--- src/rtl/lenet_fc_pkg.sv ---
// lenet_fc_pkg: shared constants and types for the LeNet-5 FC layer sequencer.
//   - layer ids (FC1/FC2/FC3) and the last valid id
//   - per-layer geometry (fan-in, fan-out) and packed ROM bases
//   - buffer select codes for the activation read and result write sides
//   - layer configuration struct and sequencer state enum
package lenet_fc_pkg;

  localparam logic [1:0] LAYER_FC1  = 2'd0;
  localparam logic [1:0] LAYER_FC2  = 2'd1;
  localparam logic [1:0] LAYER_FC3  = 2'd2;
  localparam logic [1:0] LAYER_LAST = 2'd2;

  localparam logic [8:0] FC1_N_IN  = 9'd400;
  localparam logic [8:0] FC2_N_IN  = 9'd120;
  localparam logic [8:0] FC3_N_IN  = 9'd84;
  localparam logic [6:0] FC1_N_OUT = 7'd120;
  localparam logic [6:0] FC2_N_OUT = 7'd84;
  localparam logic [6:0] FC3_N_OUT = 7'd10;

  // Weight ROM packs FC1|FC2|FC3 row-major, bias ROM packs 120|84|10.
  localparam logic [15:0] FC1_W_BASE = 16'd0;
  localparam logic [15:0] FC2_W_BASE = 16'd48000;
  localparam logic [15:0] FC3_W_BASE = 16'd58080;
  localparam logic [7:0]  FC1_B_BASE = 8'd0;
  localparam logic [7:0]  FC2_B_BASE = 8'd120;
  localparam logic [7:0]  FC3_B_BASE = 8'd204;

  localparam logic [1:0] SEL_A      = 2'd0;  // pool output
  localparam logic [1:0] SEL_B      = 2'd1;  // FC1 output
  localparam logic [1:0] SEL_C      = 2'd2;  // FC2 output
  localparam logic [1:0] SEL_SCORES = 2'd3;  // class scores

  typedef struct packed {
    logic [8:0]  n_in;
    logic [6:0]  n_out;
    logic [15:0] w_base;
    logic [7:0]  b_base;
    logic [1:0]  a_sel;
    logic [1:0]  o_sel;
    logic        relu;
  } layer_cfg_t;

  typedef enum logic [2:0] {
    S_IDLE       = 3'd0,
    S_BIAS_RD    = 3'd1,
    S_BIAS_LD    = 3'd2,
    S_MAC        = 3'd3,
    S_DRAIN      = 3'd4,
    S_WRITE      = 3'd5,
    S_NEXT_LAYER = 3'd6
  } state_e;

endpackage

--- src/rtl/fc_layer_cfg.sv ---
// fc_layer_cfg: combinational layer table lookup.
//   layer  in   2   layer id (0=FC1, 1=FC2, 2=FC3; 3 returns all zeros)
//   cfg    out      {n_in, n_out, w_base, b_base, a_sel, o_sel, relu}
module fc_layer_cfg
  import lenet_fc_pkg::*;
(
  input  logic [1:0] layer,
  output layer_cfg_t cfg
);

  always_comb begin
    cfg = '0;
    case (layer)
      LAYER_FC1: begin
        cfg.n_in   = FC1_N_IN;
        cfg.n_out  = FC1_N_OUT;
        cfg.w_base = FC1_W_BASE;
        cfg.b_base = FC1_B_BASE;
        cfg.a_sel  = SEL_A;
        cfg.o_sel  = SEL_B;
        cfg.relu   = 1'b1;
      end
      LAYER_FC2: begin
        cfg.n_in   = FC2_N_IN;
        cfg.n_out  = FC2_N_OUT;
        cfg.w_base = FC2_W_BASE;
        cfg.b_base = FC2_B_BASE;
        cfg.a_sel  = SEL_B;
        cfg.o_sel  = SEL_C;
        cfg.relu   = 1'b1;
      end
      LAYER_FC3: begin
        cfg.n_in   = FC3_N_IN;
        cfg.n_out  = FC3_N_OUT;
        cfg.w_base = FC3_W_BASE;
        cfg.b_base = FC3_B_BASE;
        cfg.a_sel  = SEL_C;
        cfg.o_sel  = SEL_SCORES;
        cfg.relu   = 1'b0;
      end
      default: cfg = '0;
    endcase
  end

endmodule

--- src/rtl/fc_layer_sequencer.sv ---
// fc_layer_sequencer: drives one shared MAC datapath through FC1..FC3 of LeNet-5.
//   clk, rst            clock, async active-high reset
//   start               1-cycle pulse, honoured only while idle
//   cfg_first/cfg_last  layer range, sampled on an accepted start
//   busy, done, err     run status (err sticky until next accepted start)
//   layer               layer currently executing
//   b_addr/w_addr/a_addr/a_sel   bias, weight, activation read side (1-cycle latency)
//   acc_load/mac_en     accumulator load-bias / multiply-accumulate strobes
//   o_we/o_addr/o_sel/o_relu     result write side
// Every output is a flop; the next-cycle value is computed alongside the next state.
module fc_layer_sequencer
  import lenet_fc_pkg::*;
#(
  parameter int W_AW = 16,
  parameter int B_AW = 8,
  parameter int A_AW = 9,
  parameter int O_AW = 7
) (
  input  logic            clk,
  input  logic            rst,
  input  logic            start,
  input  logic [1:0]      cfg_first,
  input  logic [1:0]      cfg_last,
  output logic            busy,
  output logic            done,
  output logic            err,
  output logic [1:0]      layer,
  output logic [B_AW-1:0] b_addr,
  output logic [W_AW-1:0] w_addr,
  output logic [A_AW-1:0] a_addr,
  output logic [1:0]      a_sel,
  output logic            acc_load,
  output logic            mac_en,
  output logic            o_we,
  output logic [O_AW-1:0] o_addr,
  output logic [1:0]      o_sel,
  output logic            o_relu
);

  state_e          state_q, state_d;
  logic [1:0]      layer_q, layer_d, last_q, last_d;
  logic [6:0]      n_q, n_d;
  logic [8:0]      k_q, k_d;
  logic [15:0]     w_run_q, w_run_d;  // w_base + n*N_in, advanced per neuron
  logic            busy_q, busy_d, done_q, done_d, err_q, err_d;
  logic [B_AW-1:0] b_addr_q, b_addr_d;
  logic [W_AW-1:0] w_addr_q, w_addr_d;
  logic [A_AW-1:0] a_addr_q, a_addr_d;
  logic [1:0]      a_sel_q, a_sel_d, o_sel_q, o_sel_d;
  logic            acc_load_q, acc_load_d, mac_en_q, mac_en_d, o_we_q, o_we_d;
  logic            o_relu_q, o_relu_d;
  logic [O_AW-1:0] o_addr_q, o_addr_d;

  logic [1:0]      cfg_layer;
  layer_cfg_t      cur_cfg;
  logic            cfg_ok;

  // While idle the table looks at the requested first layer so the first bias
  // address can be issued straight out of the start cycle.
  assign cfg_layer = (state_q == S_IDLE) ? cfg_first : layer_q;
  assign cfg_ok    = (cfg_first <= cfg_last) && (cfg_last <= LAYER_LAST);

  fc_layer_cfg u_cfg (
    .layer (cfg_layer),
    .cfg   (cur_cfg)
  );

  always_comb begin
    state_d    = state_q;
    layer_d    = layer_q;
    last_d     = last_q;
    n_d        = n_q;
    k_d        = k_q;
    w_run_d    = w_run_q;
    busy_d     = 1'b0;
    done_d     = 1'b0;
    err_d      = err_q;
    b_addr_d   = '0;
    w_addr_d   = '0;
    a_addr_d   = '0;
    a_sel_d    = 2'd0;
    acc_load_d = 1'b0;
    mac_en_d   = 1'b0;
    o_we_d     = 1'b0;
    o_addr_d   = '0;
    o_sel_d    = 2'd0;
    o_relu_d   = 1'b0;
    case (state_q)
      S_IDLE: begin
        if (start) begin
          err_d = 1'b0;
          if (cfg_ok) begin
            state_d  = S_BIAS_RD;
            layer_d  = cfg_first;
            last_d   = cfg_last;
            n_d      = 7'd0;
            k_d      = 9'd0;
            w_run_d  = cur_cfg.w_base;
            busy_d   = 1'b1;
            b_addr_d = B_AW'(cur_cfg.b_base);
          end else begin
            done_d = 1'b1;
            err_d  = 1'b1;
          end
        end else begin
          state_d = S_IDLE;
        end
      end
      S_BIAS_RD: begin
        state_d    = S_BIAS_LD;
        busy_d     = 1'b1;
        acc_load_d = 1'b1;
        k_d        = 9'd0;
        w_addr_d   = W_AW'(w_run_q);
        a_sel_d    = cur_cfg.a_sel;
      end
      S_BIAS_LD: begin
        state_d  = S_MAC;
        busy_d   = 1'b1;
        mac_en_d = 1'b1;
        k_d      = 9'd1;
        a_addr_d = A_AW'(9'd1);
        w_addr_d = W_AW'(w_run_q + 16'd1);
        a_sel_d  = cur_cfg.a_sel;
      end
      S_MAC: begin
        busy_d   = 1'b1;
        mac_en_d = 1'b1;
        if (k_q < (cur_cfg.n_in - 9'd1)) begin
          k_d      = k_q + 9'd1;
          a_addr_d = A_AW'(k_q + 9'd1);
          w_addr_d = W_AW'(w_run_q + 16'(k_q) + 16'd1);
          a_sel_d  = cur_cfg.a_sel;
        end else begin
          // Last operand pair is still in flight; drain it without new reads.
          state_d = S_DRAIN;
        end
      end
      S_DRAIN: begin
        state_d  = S_WRITE;
        busy_d   = 1'b1;
        o_we_d   = 1'b1;
        o_addr_d = O_AW'(n_q);
        o_sel_d  = cur_cfg.o_sel;
        o_relu_d = cur_cfg.relu;
      end
      S_WRITE: begin
        if (n_q < (cur_cfg.n_out - 7'd1)) begin
          state_d  = S_BIAS_RD;
          busy_d   = 1'b1;
          n_d      = n_q + 7'd1;
          w_run_d  = w_run_q + 16'(cur_cfg.n_in);
          b_addr_d = B_AW'(cur_cfg.b_base + 8'(n_q) + 8'd1);
        end else if (layer_q < last_q) begin
          state_d = S_NEXT_LAYER;
          busy_d  = 1'b1;
          layer_d = layer_q + 2'd1;
          n_d     = 7'd0;
        end else begin
          state_d = S_IDLE;
          done_d  = 1'b1;
          layer_d = 2'd0;
        end
      end
      S_NEXT_LAYER: begin
        // layer_q already names the new layer here, so cur_cfg is its table row.
        state_d  = S_BIAS_RD;
        busy_d   = 1'b1;
        n_d      = 7'd0;
        w_run_d  = cur_cfg.w_base;
        b_addr_d = B_AW'(cur_cfg.b_base);
      end
      default: begin
        state_d = S_IDLE;
        layer_d = 2'd0;
      end
    endcase
  end

  // State, counters and registered outputs.
  always_ff @(posedge clk or posedge rst) begin
    if (rst) begin
      state_q    <= S_IDLE;
      layer_q    <= 2'd0;
      last_q     <= 2'd0;
      n_q        <= 7'd0;
      k_q        <= 9'd0;
      w_run_q    <= 16'd0;
      busy_q     <= 1'b0;
      done_q     <= 1'b0;
      err_q      <= 1'b0;
      b_addr_q   <= '0;
      w_addr_q   <= '0;
      a_addr_q   <= '0;
      a_sel_q    <= 2'd0;
      acc_load_q <= 1'b0;
      mac_en_q   <= 1'b0;
      o_we_q     <= 1'b0;
      o_addr_q   <= '0;
      o_sel_q    <= 2'd0;
      o_relu_q   <= 1'b0;
    end else begin
      state_q    <= state_d;
      layer_q    <= layer_d;
      last_q     <= last_d;
      n_q        <= n_d;
      k_q        <= k_d;
      w_run_q    <= w_run_d;
      busy_q     <= busy_d;
      done_q     <= done_d;
      err_q      <= err_d;
      b_addr_q   <= b_addr_d;
      w_addr_q   <= w_addr_d;
      a_addr_q   <= a_addr_d;
      a_sel_q    <= a_sel_d;
      acc_load_q <= acc_load_d;
      mac_en_q   <= mac_en_d;
      o_we_q     <= o_we_d;
      o_addr_q   <= o_addr_d;
      o_sel_q    <= o_sel_d;
      o_relu_q   <= o_relu_d;
    end
  end

  assign busy     = busy_q;
  assign done     = done_q;
  assign err      = err_q;
  assign layer    = layer_q;
  assign b_addr   = b_addr_q;
  assign w_addr   = w_addr_q;
  assign a_addr   = a_addr_q;
  assign a_sel    = a_sel_q;
  assign acc_load = acc_load_q;
  assign mac_en   = mac_en_q;
  assign o_we     = o_we_q;
  assign o_addr   = o_addr_q;
  assign o_sel    = o_sel_q;
  assign o_relu   = o_relu_q;

endmodule

--- config.mk ---
export PLATFORM = sky130hd
export DESIGN_NAME = fc_layer_sequencer
export DESIGN_NICKNAME = d
export VERILOG_FILES = /design/src/rtl/lenet_fc_pkg.sv /design/src/rtl/fc_layer_cfg.sv /design/src/rtl/fc_layer_sequencer.sv
export SDC_FILE = /design/constraint.sdc
export NUM_CORES = 1
export LEC_CHECK = 0
export CAP_MARGIN = 20
export CORE_ASPECT_RATIO = 1.75
export CORE_MARGIN = 2
export CORE_UTILIZATION = 35
export CTS_CLUSTER_DIAMETER = 50
export DETAILED_ROUTE_END_ITERATION = 16
export PLACE_DENSITY = 0.6
export SETUP_SLACK_MARGIN = 0.4
export SYNTH_ARGS = -nofsm -noshare
export SYNTH_HDL_FRONTEND = slang
export SYNTH_SLANG_ARGS = --single-unit
--- constraint.sdc ---
create_clock -name clk -period 3.4 [get_ports clk]
set_input_delay 0.34 -clock clk [delete_from_list [all_inputs] [get_ports clk]]
set_output_delay 0.34 -clock clk [all_outputs]
set_load 0.02 [all_outputs]
==> results.py <==
metrics = {
    "synth": {
        "syn_area_per_cell_sq_um": 9.60,
        "ys_async_sr_fraction_pct": 100,
        "synth_seq_area_share_pct": 44.3,
        "synth-seq-cells": 88,
        "synth_edf_count": 0,
        "synth.distinct_cells": 53,
        "yosys-top-cells-area": "dfrtp_1, ha_1, o21ai_0, nand2_1, a21oi_1",
        "synthesis.area_sq_mm": 0.00497,
        "synth_flop_cell": "dfrtp_1",
        "syn_nets": 571,
        "yosysWarnings": 0,
        "yosys.area.top_type": "dfrtp_1",
        "synth_top_area_share_pct": 44.3,
        "syn_inst": 518,
    },
    "power_and_ir_drop": {
        "power.total_w": 0.00229,
        "internal-power_w": 0.00184,
        "p_sw_w": 0.000450,
        "power_frac_comb_pct": 1.8,
        "p_leak_nw": 3.10,
        "p_sw_share_pct": 19.7,
        "ir_drop_mv": 0.231,
        "seqPwrFrac_pct": 45.7,
        "p_clk_share_pct": 52.5,
        "powerDensity_mw_per_mm2": 338,
    },
    "timing": {
        "hold_slack_ps": 282,
        "final.period_utilization_pct": 91.2,
        "tightest_slew_ps": 798,
        "fin_worst_skew_ps": 6.67,
        "tns_ps": 0,
        "drv_slew": 0,
        "rsz0062_at_grt": "yes",
        "finalSetupViolCount": 0,
        "worst_slack_ps": 300,
        "hold_viol": 0,
        "fmax_ghz": 0.323,
        "slew_headroom_pct": 46.6,
        "period_needed_ps": 3100,
    },
    "routing": {
        "drt_iter0_markers": 195,
        "drt-wirelength-per-cell_microns": 17.2,
        "ant_nets": 0,
        "viasPerCell": 5.40,
        "drt_pass1_iterations": 4,
        "routed-via-count": 4296,
        "routed_wl_microns": 13700,
        "drc": 0,
    },
    "grt": {
        "grt_util_met1_pct": 20.4,
        "use_met2_pct": 35.5,
        "grt-ovfl-total": 0,
        "grt_use_met3_pct": 2.46,
        "grt_pass1_wl_microns": 22400,
        "track_usage_pct": 19.0,
        "grt_max_degree": 71,
        "antenna_found_initial": 0,
        "grt_busiest_layer": "met2",
        "grt_pass1_vias": 4443,
    },
    "worst_setup_path": {
        "crit_family": "compound AO/OA/AOI/OAI gates",
        "worstPathRequired_ps": 3640,
        "path_class": "register to register",
        "slowest_stage": "dfrtp_1",
        "startpoint_type": "register",
        "worstPathCellList": "nor3_4, buf_6, o21ai_4, ha_4, ha_4, a21o_1, a21oi_2, a21oi_2, buf_4, nor4_2, buf_12, nand2_1, o31ai_1",
        "critPathMaxFanout": 20,
        "cp.arrival_ps": 3350,
        "cpPeakStageDelay_ps": 400,
        "path_buf_inv": 3,
        "critPathCaptureType": "register",
    },
    "cts": {
        "clk_pin_slew_ps": 60,
        "clk_latency_ps": 350,
        "cts_root_buffer": "clkbuf_16",
        "cts_max_level": 3,
        "clkSinkCount": 88,
        "holdBufCountCts": 0,
        "cts_buffers": 9,
        "clock_path_buffers": 2,
        "tritoncts": "built",
    },
    "placement": {
        "dp_hpwl_microns": 9930,
        "io_buffers": 59,
        "placed_area_sq_mm": 0.00605,
        "gp_congestion": 0.868,
        "dpl_worst_slack_ps": -0.530,
    },
    "finish": {
        "final_nets": 667,
        "antennaDiodeCount": 0,
        "final_common_cell": "dfrtp_1",
        "syn_to_final_growth_pct": 36.0,
        "stdcell_area_sq_mm": 0.00676,
        "fillCellCount": 1291,
        "layout_common_cells": "dfrtp_1, clkdlybuf4s50_1, nand2_1, buf_4, ha_1",
        "drive_above_1_share_pct": 18.6,
    },
    "floorplan": {
        "fp-row-count": 57,
        "core_region_area_sq_mm": 0.0139,
        "top_level_ports": 60,
        "die_area_sq_mm": 0.0152,
        "initial_core_util_pct": 35.8,
        "chipHeight_microns": 162,
        "die_w_microns": 94.1,
    },
    "status": {
        "status": "finished clean",
    },
    "run": {
        "maxCapViolCount": 0,
    },
    "worst_hold_path": {
        "hold_class": "primary input to asynchronous set/reset pin",
    },
}
==> state kept, by name (all words and copies together), names as in the netlist, 2 cells and up <==
signal,count
o_addr,7
layer,2
o_sel,2
w_run_q,14
last_q,2
state_q,3
a_addr,9
w_addr,16
n_q,7
a_sel,2
b_addr,8
k_q,9
==> cell type report <==
cell class	instances	area, sq um	area share, %
clock buffer	12	267	3.94
clock inverter	4	98.8	1.46
inverter	23	90.1	1.33
multi-input combinational	386	2880	42.5
sequential	88	2200	32.6
tap	177	221	3.28
timing repair buffer	106	1010	14.9
==> repair_timing <==
action | CTS | global route
resized for setup | 23 | 30
setup buffers | 11 | 9
pin swaps | 16 | 16
endpoints found under the setup margin | 57 | 59
==> layer usage <==
metal / vias up / share of wire, %
met3: 36 / 2.4
met5: - / 0
met2: 99 / 55
met4: 0 / 3.9
met1: 2104 / 38
li1: 2057 / -
==> through the flow <==
step | instances | util [%]
after floorplan | 518 | -
after global placement | 760 | 43.5
after detailed placement | 760 | 43.5
after CTS | 787 | 47.5
after global routing | 796 | 48.6
final | 796 | 48.6
==> logic make-up after synthesis <==
family                   after synthesis  share of synthesized area (%)
multiplexers                           2                          0.428
flip-flops                            88                           44.3
AO/OA/AOI/OAI                        160                           20.9
adder cells (fa/ha/maj)               46                           11.7
XOR/XNOR                              24                           4.23
buffers and inverters                 44                           3.42
AND/OR/NAND/NOR                      154                           15.0
==> path summary, 6_finish.rpt <==
| check | start | end | slack [ps] | cells after the start |
|---|---|---|---|---|
| max | state_q[2]$_DFFE_PP0P_ | w_addr[13]$_DFF_PP0_ | 300 | 13 |
| min | rst | k_q[3]$_DFFE_PP0P_ | 280 | 2 |
| max reg2reg | state_q[2]$_DFFE_PP0P_ | w_addr[13]$_DFF_PP0_ | 300 | 13 |
| min reg2reg | last_q[1]$_DFFE_PP0P_ | last_q[1]$_DFFE_PP0P_ | 490 | 2 |
| max in group asynchronous | rst | w_run_q[12]$_DFFE_PP0P_ | 2440 | 3 |
| min in group clk | last_q[1]$_DFFE_PP0P_ | last_q[1]$_DFFE_PP0P_ | 490 | 2 |
==> power groups by stage <==
stage           logic, W  clock network [W]  registers (W)
6_report       0.0000409            0.00120        0.00105
3_3_place_gp   0.0000416                  0        0.00107
3_5_place_dp   0.0000429                  0        0.00107
4_1_cts        0.0000432            0.00122        0.00105
2_1_floorplan  0.0000218                  0        0.00107
5_1_grt        0.0000485            0.00126        0.00105
==> synthesized netlist by cell type, drive strengths merged, types with 4 or more instances <==
library cell	count
a21oi	35
dfrtp	88
and3	19
o21a	9
o211ai	6
a211o	5
nor3b	5
nor3	6
and2	4
nand2b	4
a31oi	8
nand3	18
ha	45
inv	23
a21o	14
nand2	49
clkbuf	17
o311ai	6
xor2	9
nor2	32
o21ai	44
a21boi	4
or2	5
xnor2	15
buf	4
No activity file was read; power rests on OpenSTA's default activity.
